`config.mk`:
```
export PLATFORM = sky130hd
export DESIGN_NAME = fetch_unit
export DESIGN_NICKNAME = d
export VERILOG_FILES = /design/src/rtl/fetch_unit_pkg.sv /design/src/rtl/fetch_fifo.sv /design/src/rtl/fetch_unit.sv
export SDC_FILE = /design/constraint.sdc
export NUM_CORES = 1
export LEC_CHECK = 0
export ABC_AREA = 1
export CORE_MARGIN = 4
export CORE_UTILIZATION = 56
export DETAILED_ROUTE_END_ITERATION = 6
export PLACE_DENSITY = 0.86
export SETUP_SLACK_MARGIN = 0.02
export SLEW_MARGIN = 30
export SYNTH_ARGS = -nofsm -noshare
export SYNTH_HDL_FRONTEND = slang
export SYNTH_SLANG_ARGS = --single-unit
```
`constraint.sdc`:
```
create_clock -name clk -period 8.1 [get_ports clk]
set_input_delay 2.025 -clock clk [delete_from_list [all_inputs] [get_ports clk]]
set_output_delay 2.025 -clock clk [all_outputs]
set_load 0.1 [all_outputs]
```
`src/rtl/fetch_unit_pkg.sv`:
```
// Shared definitions for the instruction fetch front end.
package fetch_unit_pkg;

  localparam int unsigned ILEN = 32;

  // Instruction field positions consumed by the decode controller
  localparam int unsigned OP_LSB     = 0;
  localparam int unsigned OP_W       = 7;
  localparam int unsigned FUNCT3_LSB = 12;
  localparam int unsigned FUNCT3_W   = 3;
  localparam int unsigned FUNCT7_LSB = 25;
  localparam int unsigned FUNCT7_W   = 7;

  localparam logic [31:0]     RESET_PC_DEF = 32'h0000_0000;
  // addi x0, x0, 0 -- inserted downstream as a pipeline bubble
  localparam logic [ILEN-1:0] NOP_INSTR    = 32'h0000_0013;

  function automatic logic [OP_W-1:0] op_of(input logic [ILEN-1:0] instr);
    return instr[OP_LSB +: OP_W];
  endfunction

  function automatic logic [FUNCT3_W-1:0] funct3_of(input logic [ILEN-1:0] instr);
    return instr[FUNCT3_LSB +: FUNCT3_W];
  endfunction

  function automatic logic [FUNCT7_W-1:0] funct7_of(input logic [ILEN-1:0] instr);
    return instr[FUNCT7_LSB +: FUNCT7_W];
  endfunction

endpackage

```
`src/rtl/fetch_fifo.sv`:
```
// Synchronous instruction buffer; flush wins over a same-cycle push.
module fetch_fifo
  import fetch_unit_pkg::*;
#(
  parameter int unsigned WIDTH = 64,
  parameter int unsigned DEPTH = 2
) (
  input  logic                             clk,
  input  logic                             reset,
  input  logic                             push,
  input  logic [WIDTH-1:0]                 push_data,
  input  logic                             pop,
  input  logic                             flush,
  output logic [WIDTH-1:0]                 head,
  output logic                             empty,
  output logic [$clog2(DEPTH+1)-1:0]       count
);

  localparam int unsigned AW = (DEPTH > 1) ? $clog2(DEPTH) : 1;
  localparam int unsigned CW = $clog2(DEPTH + 1);

  logic [WIDTH-1:0] mem [DEPTH];
  logic [AW-1:0]    wr_ptr;
  logic [AW-1:0]    rd_ptr;
  logic             do_push;
  logic             do_pop;

  assign empty   = (count == '0);
  assign do_push = push && !flush;
  assign do_pop  = pop && !empty && !flush;
  assign head    = mem[rd_ptr];

  // Pointer and occupancy tracking
  always_ff @(posedge clk) begin
    if (reset || flush) begin
      wr_ptr <= '0;
      rd_ptr <= '0;
      count  <= '0;
    end else begin
      if (do_push) wr_ptr <= wr_ptr + AW'(1);
      if (do_pop)  rd_ptr <= rd_ptr + AW'(1);
      count <= count + CW'(do_push) - CW'(do_pop);
    end
  end

  // Storage array, no reset needed
  always_ff @(posedge clk) begin
    if (do_push) mem[wr_ptr] <= push_data;
  end

  // The credit scheme upstream must never push into a full buffer
  a_no_overflow: assert property (@(posedge clk) disable iff (reset)
    !(do_push && !do_pop && (count == CW'(DEPTH))));

endmodule

```
`src/rtl/fetch_unit.sv`:
```
// Fetch front end: PC ownership, credit-limited request issue, response
// buffering toward decode and redirect handling with stale-response drop.
module fetch_unit
  import fetch_unit_pkg::*;
#(
  parameter int unsigned       XLEN     = 32,
  parameter logic [XLEN-1:0]   RESET_PC = XLEN'(RESET_PC_DEF),
  parameter int unsigned       DEPTH    = 2
) (
  input  logic             clk,
  input  logic             reset,
  output logic             imem_req_valid,
  input  logic             imem_req_ready,
  output logic [XLEN-1:0]  imem_req_addr,
  input  logic             imem_rsp_valid,
  input  logic [31:0]      imem_rsp_data,
  input  logic             redirect_valid,
  input  logic [XLEN-1:0]  redirect_pc,
  output logic             id_valid,
  input  logic             id_ready,
  output logic [31:0]      id_instr,
  output logic [XLEN-1:0]  id_pc,
  output logic [XLEN-1:0]  id_pc4,
  output logic [6:0]       id_op,
  output logic [2:0]       id_funct3,
  output logic [6:0]       id_funct7,
  output logic             misalign_err
);

  localparam int unsigned CW = $clog2(DEPTH + 1);
  localparam int unsigned IW = CW + 1;
  localparam int unsigned EW = ILEN + XLEN;

  logic [XLEN-1:0] pc, pc_nxt;
  logic [XLEN-1:0] rsp_pc, rsp_pc_nxt;
  logic [CW-1:0]   outstanding, out_nxt;
  logic [CW-1:0]   drop_cnt, drop_nxt;
  logic [CW-1:0]   count;
  logic [IW-1:0]   inflight;
  logic [XLEN-1:0] redirect_tgt;
  logic            req_fire;
  logic            rsp_fire;
  logic            push;
  logic            pop;
  logic            empty;
  logic [EW-1:0]   head;

  // Credit check: in-flight requests plus buffered entries never exceed DEPTH
  assign inflight       = IW'(outstanding) + IW'(count);
  assign imem_req_valid = !reset && (inflight < IW'(DEPTH));
  assign imem_req_addr  = pc;
  assign req_fire       = imem_req_valid && imem_req_ready;

  // A response with nothing outstanding belongs to a pre-reset request
  assign rsp_fire     = imem_rsp_valid && (outstanding != '0);
  assign push         = rsp_fire && (drop_cnt == '0) && !redirect_valid;
  assign pop          = id_valid && id_ready;
  assign redirect_tgt = {redirect_pc[XLEN-1:2], 2'b00};

  // Next-state for pc, response pc and the outstanding/drop counters
  always_comb begin
    pc_nxt     = pc;
    rsp_pc_nxt = rsp_pc;
    out_nxt    = outstanding + CW'(req_fire) - CW'(rsp_fire);
    drop_nxt   = drop_cnt;
    if (redirect_valid) begin
      // Everything still in flight after this cycle fetched the old path
      pc_nxt     = redirect_tgt;
      rsp_pc_nxt = redirect_tgt;
      drop_nxt   = out_nxt;
    end else begin
      if (req_fire) pc_nxt = pc + XLEN'(4);
      if (push)     rsp_pc_nxt = rsp_pc + XLEN'(4);
      if (rsp_fire && (drop_cnt != '0)) drop_nxt = drop_cnt - CW'(1);
    end
  end

  // State registers
  always_ff @(posedge clk) begin
    if (reset) begin
      pc           <= RESET_PC;
      rsp_pc       <= RESET_PC;
      outstanding  <= '0;
      drop_cnt     <= '0;
      misalign_err <= 1'b0;
    end else begin
      pc           <= pc_nxt;
      rsp_pc       <= rsp_pc_nxt;
      outstanding  <= out_nxt;
      drop_cnt     <= drop_nxt;
      misalign_err <= redirect_valid && (redirect_pc[1:0] != 2'b00);
    end
  end

  fetch_fifo #(
    .WIDTH (EW),
    .DEPTH (DEPTH)
  ) u_fifo (
    .clk       (clk),
    .reset     (reset),
    .push      (push),
    .push_data ({imem_rsp_data, rsp_pc}),
    .pop       (pop),
    .flush     (redirect_valid),
    .head      (head),
    .empty     (empty),
    .count     (count)
  );

  // Decode-side view of the buffer head
  assign id_valid  = !reset && !empty;
  assign id_instr  = head[EW-1:XLEN];
  assign id_pc     = head[XLEN-1:0];
  assign id_pc4    = id_pc + XLEN'(4);
  assign id_op     = op_of(id_instr);
  assign id_funct3 = funct3_of(id_instr);
  assign id_funct7 = funct7_of(id_instr);

endmodule
```
== Yosys cells after proc, flatten, opt, wreduce, memory -nomap -nowiden ==
Memory sizes are Yosys's and may differ from the RTL's. A register that Yosys moved wholly into a read port is not among the register bits.
Cells that the tools add are included.
Word-level totals
  register bits after elaboration: 73
  memory bits (writable): 128
  output and inout bits: 148
  word-level logic and storage cells: 58
  memories kept: 1
Cells by class
  add/subtract/negate cells: 11
  $lt $le $gt $ge: 1
  muxes and demuxes: 10
  reduce and logical (&&, ||, !) cells: 25
Memory list
  u_fifo.mem: words 2, bits a word 64, read ports 1, clocked after Yosys merged registers in 1, write ports 1, line fetch_fifo.sv:22  | logic [WIDTH-1:0] mem [DEPTH];
Operators by type and width (number)
  2-to-1 mux 32 bit: 4
  adder 32 x 3 -> 32 bit, second input constant: 3
  logical AND 1 bit: 12
  nonzero test 2 bit: 6
  adder 2 x 1 -> 2 bit: 2
  logical NOT 2 bit: 2
  2-to-1 mux 1 bit: 4
  2-to-1 mux 2 bit: 2
  subtractor 2 x 1 -> 2 bit: 2
  adder 2 x 2 -> 3 bit: 1
  logical NOT 1 bit: 3
  < comparator 3 x 2 -> 1 bit, second input constant: 1
  adder 1 bit, second input constant: 2
  OR reduction 2 bit: 1
  subtractor 2 x 1 -> 2 bit, second input constant: 1
  logical OR 1 bit: 1

== Depth between registers and ports, before layout ==
Gate-level depths: netlist (run 1).
  depth after elaboration: 8
  depth in mapped cells: 16

== Hierarchy ==
From an unflattened synthesis (run 1), not the netlist that was laid out.
Unflattened totals
  cell total of the unflattened synthesis: 1152
  area, all modules: 10610.2 um^2
By module, submodules not included
  fetch_unit: instances 1, cells each 915, area each 5439.0 um^2, sequential area each 1301.2 um^2
  fetch_fifo: instances 1, cells each 237, area each 5171.2 um^2, sequential area each 3943.8 um^2

== Worst setup path before layout (run 1) ==
Ideal clock, no wire load.
  path type: register -> output
  start: register with a tool-made name
  end: output id_pc4[18]
  arrival time: 5399 ps
  setup slack: 676 ps
  stages on the path, launching flop included: 9
  path buffers: 1
  cell sequence: dfxtp_1 buf_6 o21ai_1 inv_1 ha_1 nand2_1 nor2_2 nand2_1 xor2_1
RTL lines
  end: declaration: line fetch_unit.sv:23  | output logic [XLEN-1:0] id_pc4,

==> results of run 1 <==
==> path summary, 6_finish.rpt <==
path,from,to,slack (ns),cells after the start
max,flop,id_pc4[18],2.21,9
min,u_fifo.rd_ptr$_SDFFE_PP0P_,flop,0.49,2
max reg2reg,drop_cnt[0]$_SDFFE_PP0P_,u_fifo.mem[0][52]$_DFFE_PP_,5.09,10
min reg2reg,u_fifo.rd_ptr$_SDFFE_PP0P_,flop,0.49,2
==> layout make-up <==
type	instances	area (um^2)
Timing Repair Buffer	217	2160
Tap cell	229	287
Inverter	156	586
Multi-Input combinational cell	857	4200
Clock inverter	15	184
Fill cell	1336	4990
Sequential cell	194	5130
Clock buffer	17	425
==> cells in the mapped netlist (2+ instances only) <==
cell type	number
nand3_1	58
dfxtp_1	70
inv_2	8
o21ai_0	42
nor2_2	10
o22ai_1	3
and2_1	4
mux2_2	32
nand4_1	12
buf_4	25
edfxtp_1	124
buf_2	9
xor2_1	30
nor3_2	2
o21ai_2	8
ha_1	8
a31oi_1	10
nand3b_1	7
buf_6	5
nand2_2	2
a21oi_1	56
nor2_1	156
or2_2	2
o21ai_1	19
nor2_4	2
inv_1	146
o21bai_1	2
nand2_1	370
nor3_1	5
buf_1	2
xnor2_1	7
clkinv_1	2
clkbuf_1	7
==> layer usage <==
| layer | routed length, um | part of all wire (%) | track usage [%] |
|---|---|---|---|
| met2 | 13700 | 49 | 46.8 |
| met1 | 11100 | 40 | 35.1 |
| met5 | 0 | 0 | 0 |
| met3 | 2290 | 8.2 | 5.29 |
| met4 | 826 | 3.0 | 10.7 |
==> flip-flops by register name, indices dropped and copies added (netlist names), named ones only <==
signal / count
misalign_err: 1
u_fifo.wr_ptr: 1
drop_cnt: 2
u_fifo.count: 2
rsp_pc: 30
u_fifo.rd_ptr: 1
outstanding: 2
u_fifo.mem: 124
imem_req_addr: 30
==> through the flow <==
step	instance area, um^2	instances
floorplan	10200	1255
global placement	12300	1652
detailed placement	12300	1652
CTS	12900	1684
global route	13000	1685
finish	13000	1685
==> worst max-delay path, delay by kind of cell, from the launching register on <==
family          cells  cell delay (ns)
compound gates      1             0.16
simple gates        4             0.67
xor+xnor            1             0.15
fa+ha+maj           1             0.32
buf+inv             2             1.46
flops               1             0.62
==> report_power, final <==
group / internal [mW] / switching [mW] / leakage, nW
clock network: 0.420 / 0.421 / 0.296
registers: 1.11 / 0.0508 / 1.71
logic: 0.192 / 0.631 / 2.97
total: 1.73 / 1.10 / 4.97
==> cells by family (layout without fill, tap and decap cells) <==
kind of cell	count (synthesis)	in the layout	synth area share, %
flip-flops	194	194	50.3
XOR/XNOR	37	37	3.18
other	1	6	0.0368
AO/OA/AOI/OAI	143	143	7.69
buffers and inverters	204	405	8.91
AND/OR/NAND/NOR	630	630	25.2
multiplexers	32	32	3.53
adder cells (fa/ha/maj)	9	9	1.18
==> run metrics, run 1 <==
outcome finished clean; die width 143 um; crit path cell chain buf_16, nand2_1, o21ai_1, ha_1, nand2_1, nor2_2, nand2_1, xor2_1, clkdlybuf4s50_1; DRT iter0 DRCs 805; TNS Setup 0 ns; Synth async-reset ratio 0%; number of synthesized flops with an enable pin 124; worst hold slack 0.494 ns; PostCTS Resize Cnt 0; vias in the first global route 8751; CTS tree done; area grow syn2layout 27.2%; Vias 9173; CP max FO 63; Num CTS Buffers 17; power density cells 218 nW/um^2; Worst-Margin Slew 1.01 ns; P_leak 4.97 nW; Worst Path Required 6.08 ns; relative slew slack 32.3%; Max stage delay on crit path 1.16 ns; DR DRC count 0; Peak supply drop 0.000162 V; detailed placer's ending HPWL 20200 um; share of cells above drive strength 1 7.62%; element type at the critical path start flop; RSZ-0062 raised after global routing false; crit path time final 5.89 ns; CP max stage cell clkdlybuf4s50_1; fmax 170 MHz; Area contributors post-synth edfxtp_1 (37%), dfxtp_1 (14%), nand2_1 (14%); Die Y-Extent 143 um; CTS root buffer clkbuf_16; PnR Total Power 2.83 mW; GRT Total Usage 27.6%; critical path class flop to output port; CTS clk-pin slew, worst paths 0.07 ns; CP Capture Type output port; FP Rows 49; largest net degree at the start of global routing 93; Yosys top cell by area edfxtp_1; DRT antenna net count 0; Max Clock Skew 0.0140 ns; post-synth cell types 38; Max Slew Vio Count 0; Nets 1522; final worst setup slack 2.21 ns; routed vias/inst 5.44; first-pass GRT wire length 44300 um; gr ovfl total 0; routed length per instance 16.6 um; WP data arrival 3.86 ns; worst slack at placement 2.29 ns; Cell Area, Synth 10200 um^2; placeable core area 18000 um^2; CP dominant cell by count nand2_1; Primary FF master, synth edfxtp_1; Final setup viols 0; class of the tightest hold or removal check flop to flop; number of port buffers 211; sequential share of the synthesized area 50.3%; most frequent cells in the layout nand2_1 (370), clkdlybuf4s50_1 (208), nor2_1 (154), inv_1 (146), edfxtp_1 (124); die area 20400 um^2; Final GP Congestion 0.956; final core utilization 72.2%; # IOs 218; iteration count of the initial detailed-routing pass 7; CTS HTree Levels 4; Mapped Cells 1250; hold buffers post-CTS 0; number of synthesis warnings 0; Clock Tree Buf Depth 2; final hold violations 0; most common cell after layout, fill and taps aside nand2_1; Clk Latency, worst-skew pair 0.45 ns; antenna violations before repair 0; CTS sink count 194; antenna cells 0; flops & latches, synth 194; Maximum Capacitance Violations 0; syn_area_per_cell 8.16 um^2; Initial Util 56.8%; Post-CTS Setup Bufs 0; final WL 27900 um; Final Cycle Share 72.7%; share of the synthesized area in the top cell type 36.5%
Power figures use the tool's default switching activity.
==> inputs of run 2 (changes only) <==
CORE_UTILIZATION = 47   (was 56)
PLACE_DENSITY = 0.77   (was 0.86)
clock period = 5.2 ns   (was 8.1 ns; I/O delays follow)
==> run metrics, run 2 (same netlist as run 1, synthesis figures left out) <==
outcome finished clean; vias in the first global route 8335 (-4.8%); setup slack, reg-to-reg 2.69 ns (-2.40 ns); relative slew slack 31.4% (-0.86 points); class of the tightest hold or removal check flop to flop; crit path time final 4.31 ns; CTS sink count 194 (unchanged); CP max FO 48 (-24%); Top reg by flops u_fifo.mem; wl on met1 11700 um (+5.4%); CTS tree done; element type at the critical path start flop; Max Slew Vio Count 0 (unchanged); Final setup viols 0 (unchanged); Initial Util 48.2% (-8.6 points); PostCTS Resize Cnt 0 (unchanged); final hold violations 0 (unchanged); wire length on met2 12800 um (-6.8%); number of port buffers 211 (unchanged); die width 155 um (+8.6%); routed vias/inst 5.13 (-5.8%); GRT Total Usage 22.1% (-5.5 points); placeable core area 21200 um^2 (+18%); Worst-Margin Slew 1.03 ns (+0.0129 ns); antenna violations before repair 0 (unchanged); final WL 27300 um (-2.2%); CTS clk-pin slew, worst paths 0.08 ns (about the same); most frequent cells in the layout nand2_1 (370), clkdlybuf4s50_1 (177), nor2_1 (154), inv_1 (146), edfxtp_1 (124); P_leak 5.04 nW (+1.4%); CTS root buffer clkbuf_16; WHS Endpoint u_fifo.rd_ptr$_SDFFE_PP0P_; Die Y-Extent 155 um (+8.6%); final core utilization 61.8% (-10 points); share of cells above drive strength 1 10.6% (+2.9 points); top sig layer met4; die area 24100 um^2 (+18%); worst slack at placement 1.19 ns (-1.10 ns); Post-CTS Setup Bufs 0 (unchanged); Clock Tree Buf Depth 2 (unchanged); gr ovfl total 0 (unchanged); CP Capture Type output port; antenna cells 0 (unchanged); WP data arrival 3.01 ns (-0.85 ns); first-pass GRT wire length 42200 um (-4.8%); Maximum Capacitance Violations 0 (unchanged); iteration count of the initial detailed-routing pass 5 (-2); Final Cycle Share 82.9%; Peak supply drop 0.000192 V (+19%); met3 wire len 2060 um (-9.9%); DRT antenna net count 0 (unchanged); fmax 232 MHz; reg-to-reg endpoint drop_cnt[1]$_SDFFE_PP0P_; hold buffers post-CTS 0 (unchanged); final worst setup slack 0.890 ns (-1.32 ns); Num CTS Buffers 17 (unchanged); largest net degree at the start of global routing 63 (-32%); Nets 1524 (+0.13%); routed length per instance 15.8 um (-5.0%); area grow syn2layout 28.2%; Largest register FFs 124 (unchanged); Max Clock Skew 0.0127 ns (-0.00131 ns); Clk Latency, worst-skew pair 0.44 ns (about the same); DR DRC count 0 (unchanged); CTS HTree Levels 4 (unchanged); WHS Path Cells 2 (unchanged); Final GP Congestion 0.978 (+2.3%); detailed placer's ending HPWL 20700 um (+2.6%); most common cell after layout, fill and taps aside nand2_1; origin of the critical flop-to-flop path u_fifo.count[0]$_SDFF_PP0_; power density cells 343 nW/um^2 (+57%); Worst Path Required 3.90 ns (-2.18 ns); R2R cell count 16 (+6); # IOs 218 (unchanged); DRT iter0 DRCs 511 (-37%); critical path class flop to output port; Vias 8885 (-3.1%); min-delay src u_fifo.rd_ptr$_SDFFE_PP0P_; FP Rows 53 (+8.2%); RSZ-0062 raised after global routing false
==> run 2: changes by cell type in the layout (fill, tap and decap cells not counted) <==
cell	previous run	this run
o21ai_2	8	10
inv_12	0	8
buf_16	1	0
buf_2	3	1
clkinv_8	6	2
inv_6	5	1
clkdlybuf4s50_1	208	177
clkinv_4	1	0
inv_8	3	4
o21ai_1	19	17
xor2_2	0	8
xor2_1	30	22
buf_12	0	2
buf_4	5	39
==> run 2: critical path, stage by stage, from the launching register on <==
cell	delay [ns]
dfxtp_4	0.74
buf_12	0.30
nand2_1	0.10
o21ai_2	0.15
nand2_1	0.15
nor3_1	0.31
nand2_1	0.15
nor2_1	0.20
nand3_1	0.10
nand2_1	0.07
buf_4	0.28
==> run 2: per-stage QoR <==
step | cell area, um^2 | hold slack [ns] | TNS, ns | std cells | total power [mW]
6_report | 13100 | 0.503 | 0 | 1733 | 4.48
5_1_grt | 13100 | 0.538 | 0 | 1733 | 4.64
4_1_cts | 13100 | 0.508 | 0 | 1733 | 4.50
3_5_place_dp | 12400 | 0.495 | 0 | 1701 | 3.12
3_3_place_gp | 12400 | 0.474 | 0 | 1700 | 3.11
2_1_floorplan | 10300 | 0.448 | -0.114 | 1255 | 2.81
==> run 2: worst max path at each step <==
stage,startpoint,end,cells past startpoint
2_1_floorplan,flop,id_pc4[18],8
3_3_place_gp,flop,id_pc4[18],8
3_5_place_dp,redirect_valid,u_fifo.count[1]$_SDFF_PP0_,10
4_1_cts,flop,id_pc4[18],10
5_1_grt,flop,id_pc4[18],10
6_report,flop,id_pc4[31],10
==> run 2: layout make-up <==
| class | count | area, um^2 |
|---|---|---|
| multi-input cells | 857 | 4270 |
| clock buffers | 17 | 425 |
| clock inverters | 15 | 216 |
| repair buffers | 219 | 2110 |
| well taps | 275 | 344 |
| fillers | 1828 | 8080 |
| inverters | 156 | 586 |
| flip-flops and latches | 194 | 5130 |
==> run 2: layer usage <==
| metal | global-route usage, % | up-vias |
|---|---|---|
| met5 | 0 | - |
| met4 | 7.17 | 0 |
| met3 | 4.34 | 51 |
| met2 | 37.2 | 350 |
| met1 | 28.7 | 4085 |
| li1 | - | 4399 |
==> run 2: power by group <==
group | internal (mW) | switching [mW]
Combinational | 0.297 | 0.977
Clock | 0.686 | 0.706
Sequential | 1.74 | 0.0785
Total | 2.72 | 1.76
==> RTL change: new RTL, settings of run 1 <==
Remove the register `misalign_err`: a continuous assignment takes its place, so the output `misalign_err` follows one clock earlier.
--- a/src/rtl/fetch_unit.sv
+++ b/src/rtl/fetch_unit.sv
@@ -82,15 +82,15 @@
       rsp_pc       <= RESET_PC;
       outstanding  <= '0;
       drop_cnt     <= '0;
-      misalign_err <= 1'b0;
     end else begin
       pc           <= pc_nxt;
       rsp_pc       <= rsp_pc_nxt;
       outstanding  <= out_nxt;
       drop_cnt     <= drop_nxt;
-      misalign_err <= redirect_valid && (redirect_pc[1:0] != 2'b00);
     end
   end
+
+  assign misalign_err = redirect_valid && (redirect_pc[1:0] != 2'b00);
 
   fetch_fifo #(
     .WIDTH (EW),
Formal check against the unedited RTL: not equivalent (a bounded check fails within 4 cycles, from zero or initial values and one cycle with reset high).
==> RTL change against run 1 <==
  * Worst setup slack got worse by 280 ps
  * Total power increased by 2.7%
  * Register-to-register slack improved by 120 ps
  * Critical path depth down 3
  * Largest cell class unchanged
  * Sequential cell count decreased by 1
  * Non-clock buffer count up 2
  * Maximum frequency is 4.5% lower
  * Final area up 2.0%
  * Critical path type is now primary input to output pin
  * Area after synthesis increased by 2.8%
  * Largest power group unchanged
  * Wire length increased by 0.39%
==> RTL change: results (changes against run 1) <==
non-clk buf share -> 16.33% (-0.34 points)
Final Routed Wirelength -> 28.05 mm (+0.39%)
non-clock buffer count -> 219 (+0.92%)
post-layout min period -> 6167 ps (+280.6 ps)
RD Place Congestion -> 0.9500 (-0.63%)
number of distinct standard cells referenced by the synthesized netlist -> 45 (+18%)
Inst Count DP -> 1,669 (+1.0%)
cell count of the worst reg-to-reg path -> 7 (-3)
Peak supply drop -> 0.1702 mV (+5.0%)
count of multi-input combinational gates -> 865 (+0.93%)
Hold Slack -> 516.6 ps (+22.18 ps)
Register Area -> 5109 sq um (-0.39%)
wire length on met1 -> 11.27 mm (+1.4%)
crit path to -> imem_req_valid
transition time of the tightest slew-check pin -> 1017 ps (+4.332 ps)
Arrival @ worst endpoint -> 4140 ps (+280 ps)
vias in the first global route -> 8,977 (+2.6%)
grt met1 use -> 33.34% (-1.8 points)
skew final -> 13.65 ps (-0.3793 ps)
Global Route Usage Sum -> 26.90% (-0.71 points)
leakage power -> 0.005072 uW (+2.1%)
met2 WL -> 13.64 mm (-0.44%)
result of the run -> finished, final reports clean
Fill cells -> 1,347 (+0.82%)
first-pass GRT wire length -> 44.52 mm (+0.58%)
number of vias after detailed routing -> 9,257 (+0.92%)
share of layout cells above drive strength 1 -> 9.239% (+1.6 points)
most common library cells after synthesis -> nand2_1, inv_1, nor2_1
Nets -> 1,538 (+1.1%)
synthesized netlist cell count -> 1,271 (+1.7%)
detailed router's first-iteration violation count -> 657 (-18%)
sum of met3 wire segment lengths after detailed routing -> 2.277 mm (-0.65%)
RTL change: cell count changes after synthesis, moves of 6 or more:
cell / delta
inv_2: -8
nor2_1: -13
o21ai_0: +6
clkbuf_1: +7
inv_1: +15
o21ai_1: -12
nand3_1: +26
nor2_2: +8
xor2_1: -13
nand2_1: -38
RTL change: tightest hold or removal path, stage by stage, from the launching register on:
cell and delay, ps:
dfxtp_1 320, nand2_1 80, a21oi_1 70
RTL change: kinds of logic (layout without fill, tap and decap cells):
logic type      after synthesis  in the layout  synth area share [%]
xor+xnor                     25             25                 2.089
other cells                   1              6               0.03577
compound gates              156            156                 8.987
fa+ha+maj                     9              9                 1.146
flops                       193            193                 48.69
mux                          32             32                 3.437
buf+inv                     218            414                 9.428
simple gates                637            637                 26.18
RTL change: power by group:
group          internal [uW]  switching [uW]  total [uW]
clock network            432             443         875
logic                    206             651         856
registers               1120            57.4        1170
